==> src/rtl/bvh_leaf_fetch_scheduler_if.sv <==
// rtl/bvh_leaf_fetch_scheduler_if.sv - request, leaf-lookup and primitive stream signals of the leaf fetch scheduler
interface bvh_leaf_fetch_scheduler_if #(
    parameter int NUM_REQ = 4,
    parameter int IDX_W   = 16,
    parameter int PRIM_W  = 32,
    parameter int CNT_W   = 8
);
    localparam int GW = $clog2(NUM_REQ);

    logic [NUM_REQ-1:0]       req_valid;
    logic [NUM_REQ*IDX_W-1:0] req_index;
    logic [NUM_REQ-1:0]       req_ready;
    logic [IDX_W-1:0]         leaf_index;
    logic [PRIM_W-1:0]        leaf_start_prim;
    logic [CNT_W-1:0]         leaf_num_prims;
    logic                     prim_valid;
    logic                     prim_ready;
    logic [PRIM_W-1:0]        prim_index;
    logic [GW-1:0]            prim_req_id;
    logic                     prim_last;
    logic [NUM_REQ-1:0]       done_valid;

    modport master (
        input  req_valid, req_index, leaf_start_prim, leaf_num_prims, prim_ready,
        output req_ready, leaf_index, prim_valid, prim_index, prim_req_id, prim_last, done_valid
    );

    modport slave (
        output req_valid, req_index, leaf_start_prim, leaf_num_prims, prim_ready,
        input  req_ready, leaf_index, prim_valid, prim_index, prim_req_id, prim_last, done_valid
    );
endinterface

==> src/rtl/bvh_leaf_fetch_scheduler.sv <==
// rtl/bvh_leaf_fetch_scheduler.sv - round-robin sharing of one BVH leaf lookup unit, streaming leaf primitive indices
module bvh_leaf_fetch_scheduler #(
    parameter int NUM_REQ = 4,
    parameter int IDX_W   = 16,
    parameter int PRIM_W  = 32,
    parameter int CNT_W   = 8
) (
    input  logic                         clk,
    input  logic                         reset,
    bvh_leaf_fetch_scheduler_if.master   bus
);
    localparam int GW = $clog2(NUM_REQ);

    typedef enum logic [1:0] {S_IDLE, S_LOOKUP, S_EMIT, S_DONE} state_t;

    state_t             r_state;
    state_t             w_state_nxt;
    logic [GW-1:0]      r_rr_ptr;
    logic [GW-1:0]      r_grant;
    logic [GW-1:0]      w_pick;
    logic [GW-1:0]      w_rr_nxt;
    logic               w_any;
    logic [IDX_W-1:0]   r_leaf_index;
    logic [PRIM_W-1:0]  r_cur;
    logic [CNT_W-1:0]   r_remaining;
    logic               r_prim_valid;
    logic               r_prim_last;
    logic [NUM_REQ-1:0] r_done_valid;
    logic               w_fire;
    logic               w_prim_valid_nxt;
    logic               w_prim_last_nxt;
    logic [NUM_REQ-1:0] w_done_nxt;
    logic [NUM_REQ-1:0] w_req_ready;

    // Scan downwards so the requester closest to (at or after) r_rr_ptr wins.
    always_comb begin
        w_pick = r_rr_ptr;
        w_any  = 1'b0;
        for (int k = NUM_REQ - 1; k >= 0; k--) begin
            if (bus.req_valid[(int'(r_rr_ptr) + k) % NUM_REQ]) begin
                w_pick = GW'((int'(r_rr_ptr) + k) % NUM_REQ);
                w_any  = 1'b1;
            end
        end
    end

    assign w_rr_nxt = (int'(w_pick) == NUM_REQ - 1) ? '0 : w_pick + 1'b1;
    assign w_fire   = r_prim_valid & bus.prim_ready;

    always_ff @(posedge clk) begin
        if (reset) begin
            r_state <= S_IDLE;
        end else begin
            r_state <= w_state_nxt;
        end
    end

    always_comb begin
        w_state_nxt = r_state;
        case (r_state)
            S_IDLE:   if (w_any) w_state_nxt = S_LOOKUP;
            S_LOOKUP: w_state_nxt = (bus.leaf_num_prims == '0) ? S_DONE : S_EMIT;
            S_EMIT:   if (w_fire && r_prim_last) w_state_nxt = S_DONE;
            S_DONE:   w_state_nxt = S_IDLE;
            default:  w_state_nxt = S_IDLE;
        endcase
    end

    // Next values of the registered stream/done outputs, plus the combinational grant pulse.
    always_comb begin
        w_req_ready      = '0;
        w_prim_valid_nxt = 1'b0;
        w_prim_last_nxt  = 1'b0;
        w_done_nxt       = '0;
        if (r_state == S_IDLE && w_any) begin
            w_req_ready = NUM_REQ'(1) << w_pick;
        end
        case (r_state)
            S_LOOKUP: begin
                w_prim_valid_nxt = (bus.leaf_num_prims != '0);
                w_prim_last_nxt  = (bus.leaf_num_prims == CNT_W'(1));
                if (bus.leaf_num_prims == '0) begin
                    w_done_nxt = NUM_REQ'(1) << r_grant;
                end
            end
            S_EMIT: begin
                if (w_fire && r_prim_last) begin
                    w_done_nxt = NUM_REQ'(1) << r_grant;
                end else begin
                    w_prim_valid_nxt = 1'b1;
                    w_prim_last_nxt  = w_fire ? (r_remaining == CNT_W'(2)) : r_prim_last;
                end
            end
            default: ;
        endcase
    end

    always_ff @(posedge clk) begin
        if (reset) begin
            r_rr_ptr     <= '0;
            r_grant      <= '0;
            r_leaf_index <= '0;
            r_cur        <= '0;
            r_remaining  <= '0;
            r_prim_valid <= 1'b0;
            r_prim_last  <= 1'b0;
            r_done_valid <= '0;
        end else begin
            r_prim_valid <= w_prim_valid_nxt;
            r_prim_last  <= w_prim_last_nxt;
            r_done_valid <= w_done_nxt;
            case (r_state)
                S_IDLE: begin
                    if (w_any) begin
                        r_grant      <= w_pick;
                        r_leaf_index <= bus.req_index[w_pick*IDX_W +: IDX_W];
                        r_rr_ptr     <= w_rr_nxt;
                    end
                end
                S_LOOKUP: begin
                    r_cur       <= bus.leaf_start_prim;
                    r_remaining <= bus.leaf_num_prims;
                end
                S_EMIT: begin
                    if (w_fire) begin
                        r_cur       <= r_cur + 1'b1;
                        r_remaining <= r_remaining - 1'b1;
                    end
                end
                default: ;
            endcase
        end
    end

    assign bus.req_ready   = w_req_ready;
    assign bus.leaf_index  = r_leaf_index;
    assign bus.prim_valid  = r_prim_valid;
    assign bus.prim_index  = r_cur;
    assign bus.prim_req_id = r_grant;
    assign bus.prim_last   = r_prim_last;
    assign bus.done_valid  = r_done_valid;
endmodule

==> src/flat_wrapper.sv <==
// flat-port wrapper written by rule: the top's interface ports become plain ports
module bvh_leaf_fetch_scheduler_flat 
#(
    parameter int NUM_REQ = 4,
    parameter int IDX_W   = 16,
    parameter int PRIM_W  = 32,
    parameter int CNT_W   = 8
)
  (clk, reset, bus_req_valid, bus_req_index, bus_leaf_start_prim, bus_leaf_num_prims, bus_prim_ready, bus_req_ready, bus_leaf_index, bus_prim_valid, bus_prim_index, bus_prim_req_id, bus_prim_last, bus_done_valid);
  bvh_leaf_fetch_scheduler_if #(.NUM_REQ(NUM_REQ), .IDX_W(IDX_W), .PRIM_W(PRIM_W), .CNT_W(CNT_W)) bus_i ();
  input  logic clk;
  input  logic reset;
  input wire logic [$bits(bus_i.req_valid)-1:0] bus_req_valid;
  input wire logic [$bits(bus_i.req_index)-1:0] bus_req_index;
  input wire logic [$bits(bus_i.leaf_start_prim)-1:0] bus_leaf_start_prim;
  input wire logic [$bits(bus_i.leaf_num_prims)-1:0] bus_leaf_num_prims;
  input wire logic [$bits(bus_i.prim_ready)-1:0] bus_prim_ready;
  output wire logic [$bits(bus_i.req_ready)-1:0] bus_req_ready;
  output wire logic [$bits(bus_i.leaf_index)-1:0] bus_leaf_index;
  output wire logic [$bits(bus_i.prim_valid)-1:0] bus_prim_valid;
  output wire logic [$bits(bus_i.prim_index)-1:0] bus_prim_index;
  output wire logic [$bits(bus_i.prim_req_id)-1:0] bus_prim_req_id;
  output wire logic [$bits(bus_i.prim_last)-1:0] bus_prim_last;
  output wire logic [$bits(bus_i.done_valid)-1:0] bus_done_valid;
  assign bus_i.req_valid = bus_req_valid;
  assign bus_i.req_index = bus_req_index;
  assign bus_i.leaf_start_prim = bus_leaf_start_prim;
  assign bus_i.leaf_num_prims = bus_leaf_num_prims;
  assign bus_i.prim_ready = bus_prim_ready;
  assign bus_req_ready = bus_i.req_ready;
  assign bus_leaf_index = bus_i.leaf_index;
  assign bus_prim_valid = bus_i.prim_valid;
  assign bus_prim_index = bus_i.prim_index;
  assign bus_prim_req_id = bus_i.prim_req_id;
  assign bus_prim_last = bus_i.prim_last;
  assign bus_done_valid = bus_i.done_valid;
  bvh_leaf_fetch_scheduler #(.NUM_REQ(NUM_REQ), .IDX_W(IDX_W), .PRIM_W(PRIM_W), .CNT_W(CNT_W)) u_core (.clk(clk), .reset(reset), .bus(bus_i));
endmodule
==> config.mk <==
export PLATFORM = sky130hd
export DESIGN_NAME = bvh_leaf_fetch_scheduler_flat
export DESIGN_NICKNAME = d
export VERILOG_FILES = /design/src/rtl/bvh_leaf_fetch_scheduler_if.sv /design/src/rtl/bvh_leaf_fetch_scheduler.sv /design/src/flat_wrapper.sv
export SDC_FILE = /design/constraint.sdc
export NUM_CORES = 1
export LEC_CHECK = 0
export ABC_AREA = 1
export CAP_MARGIN = 10
export CORE_MARGIN = 5
export CORE_UTILIZATION = 42
export DETAILED_ROUTE_END_ITERATION = 16
export DONT_BUFFER_PORTS = 1
export GPL_TIMING_DRIVEN = 0
export PLACE_DENSITY_LB_ADDON = 0.3
export SYNTH_ARGS = -nofsm -noshare
export SYNTH_HDL_FRONTEND = slang
export SYNTH_SLANG_ARGS = --single-unit
==> constraint.sdc <==
create_clock -name clk -period 3.4 [get_ports clk]
set_input_delay 0.85 -clock clk [delete_from_list [all_inputs] [get_ports clk]]
set_output_delay 0.85 -clock clk [all_outputs]
set_load 0.01 [all_outputs]
; Word level (Yosys, flattened, before mapping)
; Cells that the tools add are included.
[totals]
out_inout_bits = 60
word_cells = 85
in_bits = 111
ff_bits = 68
[classes]
eq_ne = 10
bitwise_logic = 4
muxes = 37
n_shift = 3
n_reduce_logical = 12
magnitude_cmp = 4
add_sub_neg = 6
[ops]
columns = cell, n
row1 = 32-bit case mux with 2 select lines, 1
row2 = 64-bit by 7-bit variable part select with 16-bit output, 1
row3 = 32-bit by 1-bit adder with 32-bit output (second input constant), 1
row4 = 32-bit 2-to-1 mux, 1
row5 = 8-bit case mux with 2 select lines, 1
row6 = 1-bit 2-to-1 mux, 15
row7 = 2-bit 2-to-1 mux, 7
row8 = 3-bit by 4-bit < comparator with 1-bit output (second input constant), 3
row9 = 4-bit 2-to-1 mux, 3
row10 = 1-bit binary-select mux with 2-bit select, 4
row11 = 8-bit by 1-bit == test with 1-bit output (second input constant), 1
row12 = 8-bit by 2-bit == test with 1-bit output (second input constant), 1
row13 = 8-bit logical NOT, 1
row14 = 8-bit 2-to-1 mux, 1
row15 = 2-bit case mux with 4 select lines, 1
row16 = 4-bit case mux with 2 select lines, 1
row17 = 8-bit nonzero test, 1
row18 = 1-bit by 2-bit left shift with 4-bit output (first input constant), 2
row19 = 8-bit by 1-bit subtractor with 8-bit output (second input constant), 1
row20 = 2-bit by 1-bit != test with 1-bit output (second input constant), 3
row21 = 2-bit AND reduction, 3
row22 = 2-bit OR reduction, 3
row23 = 2-bit by 1-bit adder with 2-bit output (second input constant), 2
row24 = 2-bit adder (second input constant), 2
row25 = 10 further kinds, 16

; Longest topological paths before layout
; Gate-level depths: netlist (run 1).
[logic_depth]
word_depth = 12
depth_mapped = 16
depth_no_buf = 14

; Worst setup path before layout (run 1)
; OpenSTA, ideal clock, no wires.
[synth_timing]
path_type = input-to-output
startpoint = input bus_req_valid[1]
endpoint = output bus_req_ready[3]
slack_ns = 0.596
path_buffers = 1
arrival_ns = 1.954
required_ns = 2.550
stages = 10
cell_sequence = inv_1 > nand2_1 > nand3_1 > nand2_1 > nand3_1 > nand4_4 > nand2_8 > buf_6 > inv_2 > nor3_1
[synth_via]
elab_chain_cells = 9
elab_cells_between_ends = 22
classes_between = shift (1) / mux (20) / reduce/logical (1)
[synth_rtl]
columns = item, line_no
row1 = start: declaration, flat_wrapper.sv:13  ; input wire logic [$bits(bus_i.req_valid)-1:0] bus_req_valid;
row2 = 1-bit binary-select mux with 2-bit select, bvh_leaf_fetch_scheduler.sv:40  ; if (bus.req_valid[(int'(r_rr_ptr) + k) % NUM_REQ]) begin
row3 = 1-bit 2-to-1 mux (not written as such) (2 in series), bvh_leaf_fetch_scheduler.sv:40
row4 = 2-bit 2-to-1 mux or 1-bit 2-to-1 mux (tied branches) (4 in series), bvh_leaf_fetch_scheduler.sv:40
row5 = 1-bit by 2-bit left shift with 4-bit output or 1-bit logical AND (tied branches), "bvh_leaf_fetch_scheduler.sv:76, bvh_leaf_fetch_scheduler.sv:75"
row6 = 4-bit 2-to-1 mux *, bvh_leaf_fetch_scheduler.sv:75  ; if (r_state == S_IDLE && w_any) begin
row7 = end: declaration, flat_wrapper.sv:18  ; output wire logic [$bits(bus_i.req_ready)-1:0] bus_req_ready;
; Mark *: on every way between the ends. The rest lies on a longest branch, timed or not. The select of a mux whose other input is x is not followed.

; Final worst setup path (run 1)
[layout_timing]
startpoint = register u_core.r_rr_ptr[0]
endpoint = output bus_req_ready[3]
[layout_via]
elab_chain_cells = 10
elab_cells_between_ends = 25
classes_between = add/sub (3) / shift (1) / mux (20) / reduce/logical (1)
[layout_rtl]
columns = item, line_no
row1 = start: declaration, bvh_leaf_fetch_scheduler.sv:18  ; logic [GW-1:0] r_rr_ptr;
row2 = start signal: assignment, bvh_leaf_fetch_scheduler.sv:117  ; r_rr_ptr <= w_rr_nxt;
row3 = 2-bit adder, "bvh_leaf_fetch_scheduler.sv:40, bvh_leaf_fetch_scheduler.sv:41"
row4 = 1-bit binary-select mux with 2-bit select, bvh_leaf_fetch_scheduler.sv:40
row5 = 1-bit 2-to-1 mux (not written as such) (2 in series), bvh_leaf_fetch_scheduler.sv:40
row6 = 2-bit 2-to-1 mux or 1-bit 2-to-1 mux (tied branches) (4 in series), bvh_leaf_fetch_scheduler.sv:40
row7 = 1-bit by 2-bit left shift with 4-bit output or 1-bit logical AND (tied branches), "bvh_leaf_fetch_scheduler.sv:76, bvh_leaf_fetch_scheduler.sv:75"
row8 = 4-bit 2-to-1 mux *, bvh_leaf_fetch_scheduler.sv:75
; Marked as above.

==> summary.txt, run 1 <==
Critical Path Source: u_core.r_rr_ptr[0]$_SDFFE_PP0P_
max-cap viol count: 0
clk sink count: 68
syn nets: 858
Setup CP Type: reg2out
die span in y: 115 um
vias post-DR: 5127
Hold-fix buffers, CTS: 0
ANT nets after route: 0
crit path to: bus_req_ready[3]
first-pass GRT wire length: 24.6 mm
fill cell count: 1176
TritonRoute pass-1 iters: 5
CP max-delay cell: nor3_1
post-synth top area share: 29.1%
crit path DAT: 2.29 ns
total power: 5060 uW
Die X: 115 um
CTS tree: done
Final period util: 92.3%
min cycle time layout: 3.14 ns
r2r worst-path depth: 7
area of the multi-input gates: 0.00287 sq mm
DRC violations left: 0
GP Congestion: 0.965
setup TNS: 0 ns
Worst-Margin Slew: 0.725 ns
I/O Buffers: 0
Area Overhead vs Synth: 8.09%
Yosys reg bits: 68
cell row count: 38
most used cell, CP: nand2_2
Critical Path RT: 2.55 ns
Final setup viols: 0
Cell Chain, Critical Path: buf_6 > inv_8 > nand2_2 > nand2_2 > nand2_2 > nand2_1 > inv_2 > a31oi_2 > inv_1 > buf_2 > nor3_1
routed wire length: 15.9 mm
outcome: complete, no violations
I/O Pins: 171
Clk pin slew, worst setup/hold paths: 0.07 ns
HPWL Detailed: 12.8 mm
Initial DRC Count: 340
CP Capture Type: output port
power density cells: 1000 mW/mm^2
clock latency on the worst-skew pair: 0.36 ns
Synth Instances: 741
CTS buffer count: 9
Yosys warnings: 0
Worst Hold Class: reg2reg
Mean Syn Cell Area: 6.30 sq um
cell taking the most area after synthesis: dfxtp_1
r2r startpoint: u_core.r_state[0]$_SDFFE_PP0P_
reg-to-reg setup timing slack: 1.03 ns
largest cells by area after synthesis: dfxtp_1 (29%), nand2_1 (14%), nand3_1 (11%), nor2_1 (5.9%), a21oi_1 (5.8%)
R2R Path End: u_core.bus.prim_index[1]$_SDFFE_PP0P_
PostCTS Resize Cnt: 0
antenna cells: 0
WL/cell: 17.7 um
skew final: 0.0100 ns
DP Worst Slack: 0.323 ns
worst hold margin: 0.498 ns
Congestion Overflow GR: 0
Worst setup SP type: flop
All-Layer GR Usage: 23.2%
Max Fclk: 0.319 GHz
largest net degree at the start of global routing: 12
initial antenna violation count: 0
post-CTS setup buffer count: 0
full die area: 0.0133 sq mm
FF+latch area: 0.00136 sq mm
CTS root buf: clkbuf_8
Core ar.: 0.0109 sq mm
maximum fanout along the worst path: 10
Starting Density: 42.9%
Setup WS post-layout: 0.262 ns
Clock Tree Buf Depth: 2
mapped cell area: 0.00467 sq mm
Cell Area, Placed: 0.00485 sq mm
max-slew violations: 0
CTS H-tree depth: 3
RSZ-0062 raised after global routing: false
Rel. slew slack: 51.3%
HP Start: u_core.r_remaining[5]$_SDFFE_PP0P_
vias in the first global route: 4973
post-route cell area: 0.00505 sq mm
Max stage delay on crit path: 0.41 ns
vias per cell: 5.72
layout net count: 869
Final Hold Fails: 0
maximum VDD drop: 597 uV
static leakage: 0.00199 uW
layout cells sized above 1: 9.91%
Seq/Total Area, Yosys: 29.1%
Yosys cell types: 41
-- cell usage in the layout, fill, tap and decap left out, types with 2 or more instances in the layout --
cell type	n
a211oi_1	5
nor2_1	73
ha_1	6
nand3_2	2
o21ai_1	5
a21oi_2	10
xor2_1	7
clkbuf_1	18
nand4_1	12
buf_2	7
inv_2	5
nor4_1	4
xnor2_1	4
o21ai_0	52
nor2_2	2
clkinv_2	2
buf_1	5
buf_4	6
clkbuf_8	11
inv_1	52
nand2_4	2
nand3b_1	4
a31oi_1	3
nor3_1	16
or2_0	2
a21oi_1	54
nand2_2	14
nand3_1	104
dfxtp_1	68
buf_6	4
nand2_1	172
o211ai_1	10
or2_2	3
a221oi_1	2
-- registers in the layout, summed over array words and instances (netlist names) --
signal	cells
u_core.bus.done_valid	4
u_core.bus.leaf_index	16
u_core.bus.prim_index	32
u_core.bus.prim_last	1
u_core.bus.prim_req_id	2
u_core.bus.prim_valid	1
u_core.r_remaining	8
u_core.r_rr_ptr	2
u_core.r_state	2
-- how the worst min path moves through the flow --
| stage | cells after the start | end | slack [ns] |
|---|---|---|---|
| after floorplan | 2 | u_core.r_remaining[5]$_SDFFE_PP0P_ | 0.45 |
| after global placement | 2 | u_core.r_remaining[5]$_SDFFE_PP0P_ | 0.47 |
| after detailed placement | 2 | u_core.r_remaining[5]$_SDFFE_PP0P_ | 0.48 |
| after global routing | 2 | u_core.r_remaining[5]$_SDFFE_PP0P_ | 0.52 |
| after CTS | 2 | u_core.r_remaining[5]$_SDFFE_PP0P_ | 0.49 |
| final | 2 | u_core.r_remaining[5]$_SDFFE_PP0P_ | 0.50 |
-- through the flow --
| step | util (%) | cells |
|---|---|---|
| after global routing | 46.4 | 897 |
| final | 46.4 | 897 |
| after global placement | 44.5 | 881 |
| after detailed placement | 44.5 | 881 |
| after CTS | 46.4 | 897 |
| after floorplan | - | 741 |
-- cell families (layout without fill, tap and decap cells) --
kind of cell | count (synthesis) | count (layout) | synth area share, %
compound gates | 143 | 143 | 17.4
xor+xnor | 11 | 11 | 2.06
fa+ha+maj | 6 | 6 | 1.61
flops | 68 | 68 | 29.1
buf+inv | 98 | 114 | 9.35
simple gates | 415 | 415 | 40.4
-- report_power, final --
| group | leakage (uW) | internal [uW] | switching (uW) | total (uW) |
|---|---|---|---|---|
| Combinational | 0.00133 | 931 | 1820 | 2750 |
| Clock | 0.000102 | 377 | 333 | 710 |
| Sequential | 0.000560 | 1100 | 500 | 1600 |
-- area by class of cell --
cell class                 count  share of cell area (%)
buffer                        39                    4.11
clock buffer                  12                    3.07
clock inverter                 4                   0.942
inverter                      59                    4.54
multi-input combinational    575                    56.9
sequential                    68                    27.0
tap                          140                    3.47
-- critical path: cells and delay by family (launching register included) --
| kind | cells | cell delay [ns] |
|---|---|---|
| AOI/OAI and AO/OA | 1 | 0.20 |
| buffers and inverters | 5 | 0.72 |
| DFF | 1 | 0.31 |
| and+or+nand+nor | 5 | 0.69 |
-- cells in the mapped netlist, drive strengths merged --
master and number:
a211oi 5, a21oi 64, a221oi 2, a31oi 4
and3 1, buf 22, clkbuf 17, clkinv 1
dfxtp 68, ha 6, inv 58, nand2 189
nand3 106, nand3b 4, nand4 13, nor2 76
nor3 16, nor4 4, o211ai 10, o21ai 57
o31ai 1, or2 6, xnor2 4, xor2 7
-- per-layer routing --
layer,GRT usage [%],share of wire [%],vias to the layer above
met3,6.16,10,30
li1,-,-,2510
met1,25.8,38,2320
met2,41.6,49,267
met5,0,0,-
met4,9.94,2.7,0
Power figures use the tool's default switching activity.
==> run 2, diff against run 1 <==
--- a/config.mk
+++ b/config.mk
@@ -7,7 +7,7 @@
 export LEC_CHECK = 0
 export ABC_AREA = 1
 export CAP_MARGIN = 10
-export CORE_MARGIN = 5
+export CORE_MARGIN = 2
 export CORE_UTILIZATION = 42
 export DETAILED_ROUTE_END_ITERATION = 16
 export DONT_BUFFER_PORTS = 1
==> constraint.sdc (replaced) <==
create_clock -name clk -period 2.85 [get_ports clk]
set_input_delay 0.7125 -clock clk [delete_from_list [all_inputs] [get_ports clk]]
set_output_delay 0.7125 -clock clk [all_outputs]
set_load 0.01 [all_outputs]
==> summary.txt, run 2 (synthesis gave the netlist of run 1 again) <==
cell row count: 38
I/O Buffers: 0
total power: 6210 uW
Worst-Margin Slew: 0.785 ns
Cell Chain, Critical Path: buf_6 > clkinv_8 > nand2_2 > nand2_2 > nand2_2 > nand2_2 > inv_4 > nand2_4 > nand3_2 > nand2_4 > nand2_8 > buf_8 > inv_6 > nand2_4 > nor2_4
antenna cells: 0
vias per cell: 5.70
CTS tree: done
vias post-DR: 5127
Max Fclk: 0.363 GHz
Area Overhead vs Synth: 10.1%
most used cell, CP: nand2_2
Core ar.: 0.0108 sq mm
Final period util: 96.8%
R2R Path End: u_core.r_remaining[0]$_SDFFE_PP0P_
Clock Tree Buf Depth: 2
CTS H-tree depth: 3
WL/cell: 17.5 um
die span in y: 109 um
r2r worst-path depth: 7
CP max-delay cell: dfxtp_2
min cycle time layout: 2.76 ns
max-cap viol count: 0
routed wire length: 15.7 mm
TritonRoute pass-1 iters: 6
ANT nets after route: 0
CP bufs+invs: 5
clock share of power: 13.9%
r2r startpoint: u_core.r_state[0]$_SDFFE_PP0P_
reg-to-reg setup timing slack: 0.45 ns
DRC violations left: 0
layout net count: 872
clock latency on the worst-skew pair: 0.36 ns
max FFs per register: 32
Die X: 109 um
switching fraction of total power: 52.5%
worst hold stages: 2
Initial DRC Count: 403
initial antenna violation count: 0
full die area: 0.0120 sq mm
largest net degree at the start of global routing: 20
Cell Area, Placed: 0.00485 sq mm
post-route cell area: 0.00514 sq mm
crit path DAT: 2.04 ns
maximum VDD drop: 756 uV
worst hold endpoint: u_core.r_remaining[6]$_SDFFE_PP0P_
delay-heaviest family, CP: simple AND/OR/NAND/NOR gates
static leakage: 0.00202 uW
layout cells sized above 1: 11.8%
Logic pwr share: 55.3%
vias in the first global route: 4888
commonest non-fill, non-tap cell in the layout: nand2_1
max-slew violations: 0
CTS root buf: clkbuf_8
power density cells: 1210 mW/mm^2
HP Start: u_core.r_remaining[6]$_SDFFE_PP0P_
Final Hold Fails: 0
Rel. slew slack: 47.3%
I/O Pins: 171
RSZ-0062 raised after global routing: true
Clk pin slew, worst setup/hold paths: 0.08 ns
Setup CP Type: reg2out
Final setup viols: 0
GP Congestion: 0.934
Worst setup SP type: flop
clk sink count: 68
HPWL Detailed: 12.2 mm
Starting Density: 43.1%
first-pass GRT wire length: 24.4 mm
Max stage delay on crit path: 0.34 ns
outcome: complete, no violations
CP Capture Type: output port
Psw: 3260 uW
Hold-fix buffers, CTS: 0
All-Layer GR Usage: 26.4%
Internal: 2950 uW
Reg power frac: 30.8%
Critical Path RT: 2.14 ns
CTS buffer count: 9
fill cell count: 1162
skew final: 0.0106 ns
Congestion Overflow GR: 0
maximum fanout along the worst path: 10
Worst Hold Class: reg2reg
most frequent cells in the layout: nand2_1 (170), nand3_1 (103), nor2_1 (71)
==> run 2: worst max-delay path by stage <==
stage	endpoint	slack, ns	cells past startpoint	from
global route	bus_req_ready[0]	-0.005	15	u_core.r_rr_ptr[0]$_SDFFE_PP0P_
floorplan	bus_req_ready[3]	0.32	10	bus_req_valid[1]
global placement	bus_req_ready[3]	0.10	10	bus_req_valid[1]
detailed placement	bus_req_ready[0]	0.11	12	bus_req_valid[1]
finish	bus_req_ready[0]	0.09	15	u_core.r_rr_ptr[0]$_SDFFE_PP0P_
CTS	bus_req_ready[0]	0.004	15	u_core.r_rr_ptr[0]$_SDFFE_PP0P_
==> run 2: cell type report <==
class	instances	area [sq um]	share of cell area (%)
Clock inverter	5	60.1	1.17
Buffer	37	205	3.99
Sequential cell	68	1360	26.5
Tap cell	140	175	3.41
Timing Repair Buffer	5	35.0	0.681
Clock buffer	11	151	2.94
Inverter	59	241	4.70
Multi-Input combinational cell	575	2910	56.6
==> run 2: per-stage QoR <==
step	hold WS (ns)	setup slack [ns]	setup TNS, ns	utilization (%)	cells
3_5_place_dp	0.475	0.106	0	44.7	881
2_1_floorplan	0.450	0.321	0	-	741
4_1_cts	0.487	0.00426	0	46.7	896
3_3_place_gp	0.463	0.103	0	44.7	881
5_1_grt	0.502	-0.00494	-0.00494	47.4	900
6_report	0.494	0.0926	0	47.4	900
==> run 2: timing repair <==
item,CTS,global route
endpoints found under the setup margin,3,4
resized for setup,3,17
cloned,0,1
pin swaps,0,4
endpoints found under the hold margin,0,0
buffers inserted,0,4
==> run 2: power groups by stage <==
| stage | sequential, uW | combinational (uW) | clock (uW) |
|---|---|---|---|
| after floorplan | 1760 | 2540 | 0 |
| after detailed placement | 1920 | 3250 | 0 |
| after global routing | 1970 | 3840 | 912 |
| after global placement | 1920 | 3190 | 0 |
| final | 1910 | 3430 | 864 |
| after CTS | 1900 | 3270 | 871 |
==> run 2: layer usage <==
metal | share of wire [%] | GRT usage (%) | wire length (um) | vias up
li1 | - | - | - | 2509
met1 | 39 | 31.0 | 6140 | 2323
met2 | 48 | 45.5 | 7570 | 265
met3 | 10 | 7.65 | 1600 | 30
met4 | 2.7 | 9.67 | 424 | 0
met5 | 0 | 0 | 0 | -
==> run 2: worst reg2reg max path: cells and delay by family (launching register included) <==
kind            cells  cell delay, ns
fa+ha+maj           1            0.23
compound gates      3            0.94
buf+inv             3            0.72
flops               1            0.38
==> run 3, diff against run 2 <==
--- a/config.mk
+++ b/config.mk
@@ -13,6 +13,7 @@
 export DONT_BUFFER_PORTS = 1
 export GPL_TIMING_DRIVEN = 0
 export PLACE_DENSITY_LB_ADDON = 0.3
+export SLEW_MARGIN = 30
 export SYNTH_ARGS = -nofsm -noshare
 export SYNTH_HDL_FRONTEND = slang
 export SYNTH_SLANG_ARGS = --single-unit
==> results of run 3 <==
The final DEF is identical to that of run 2; final timing and power are the same.
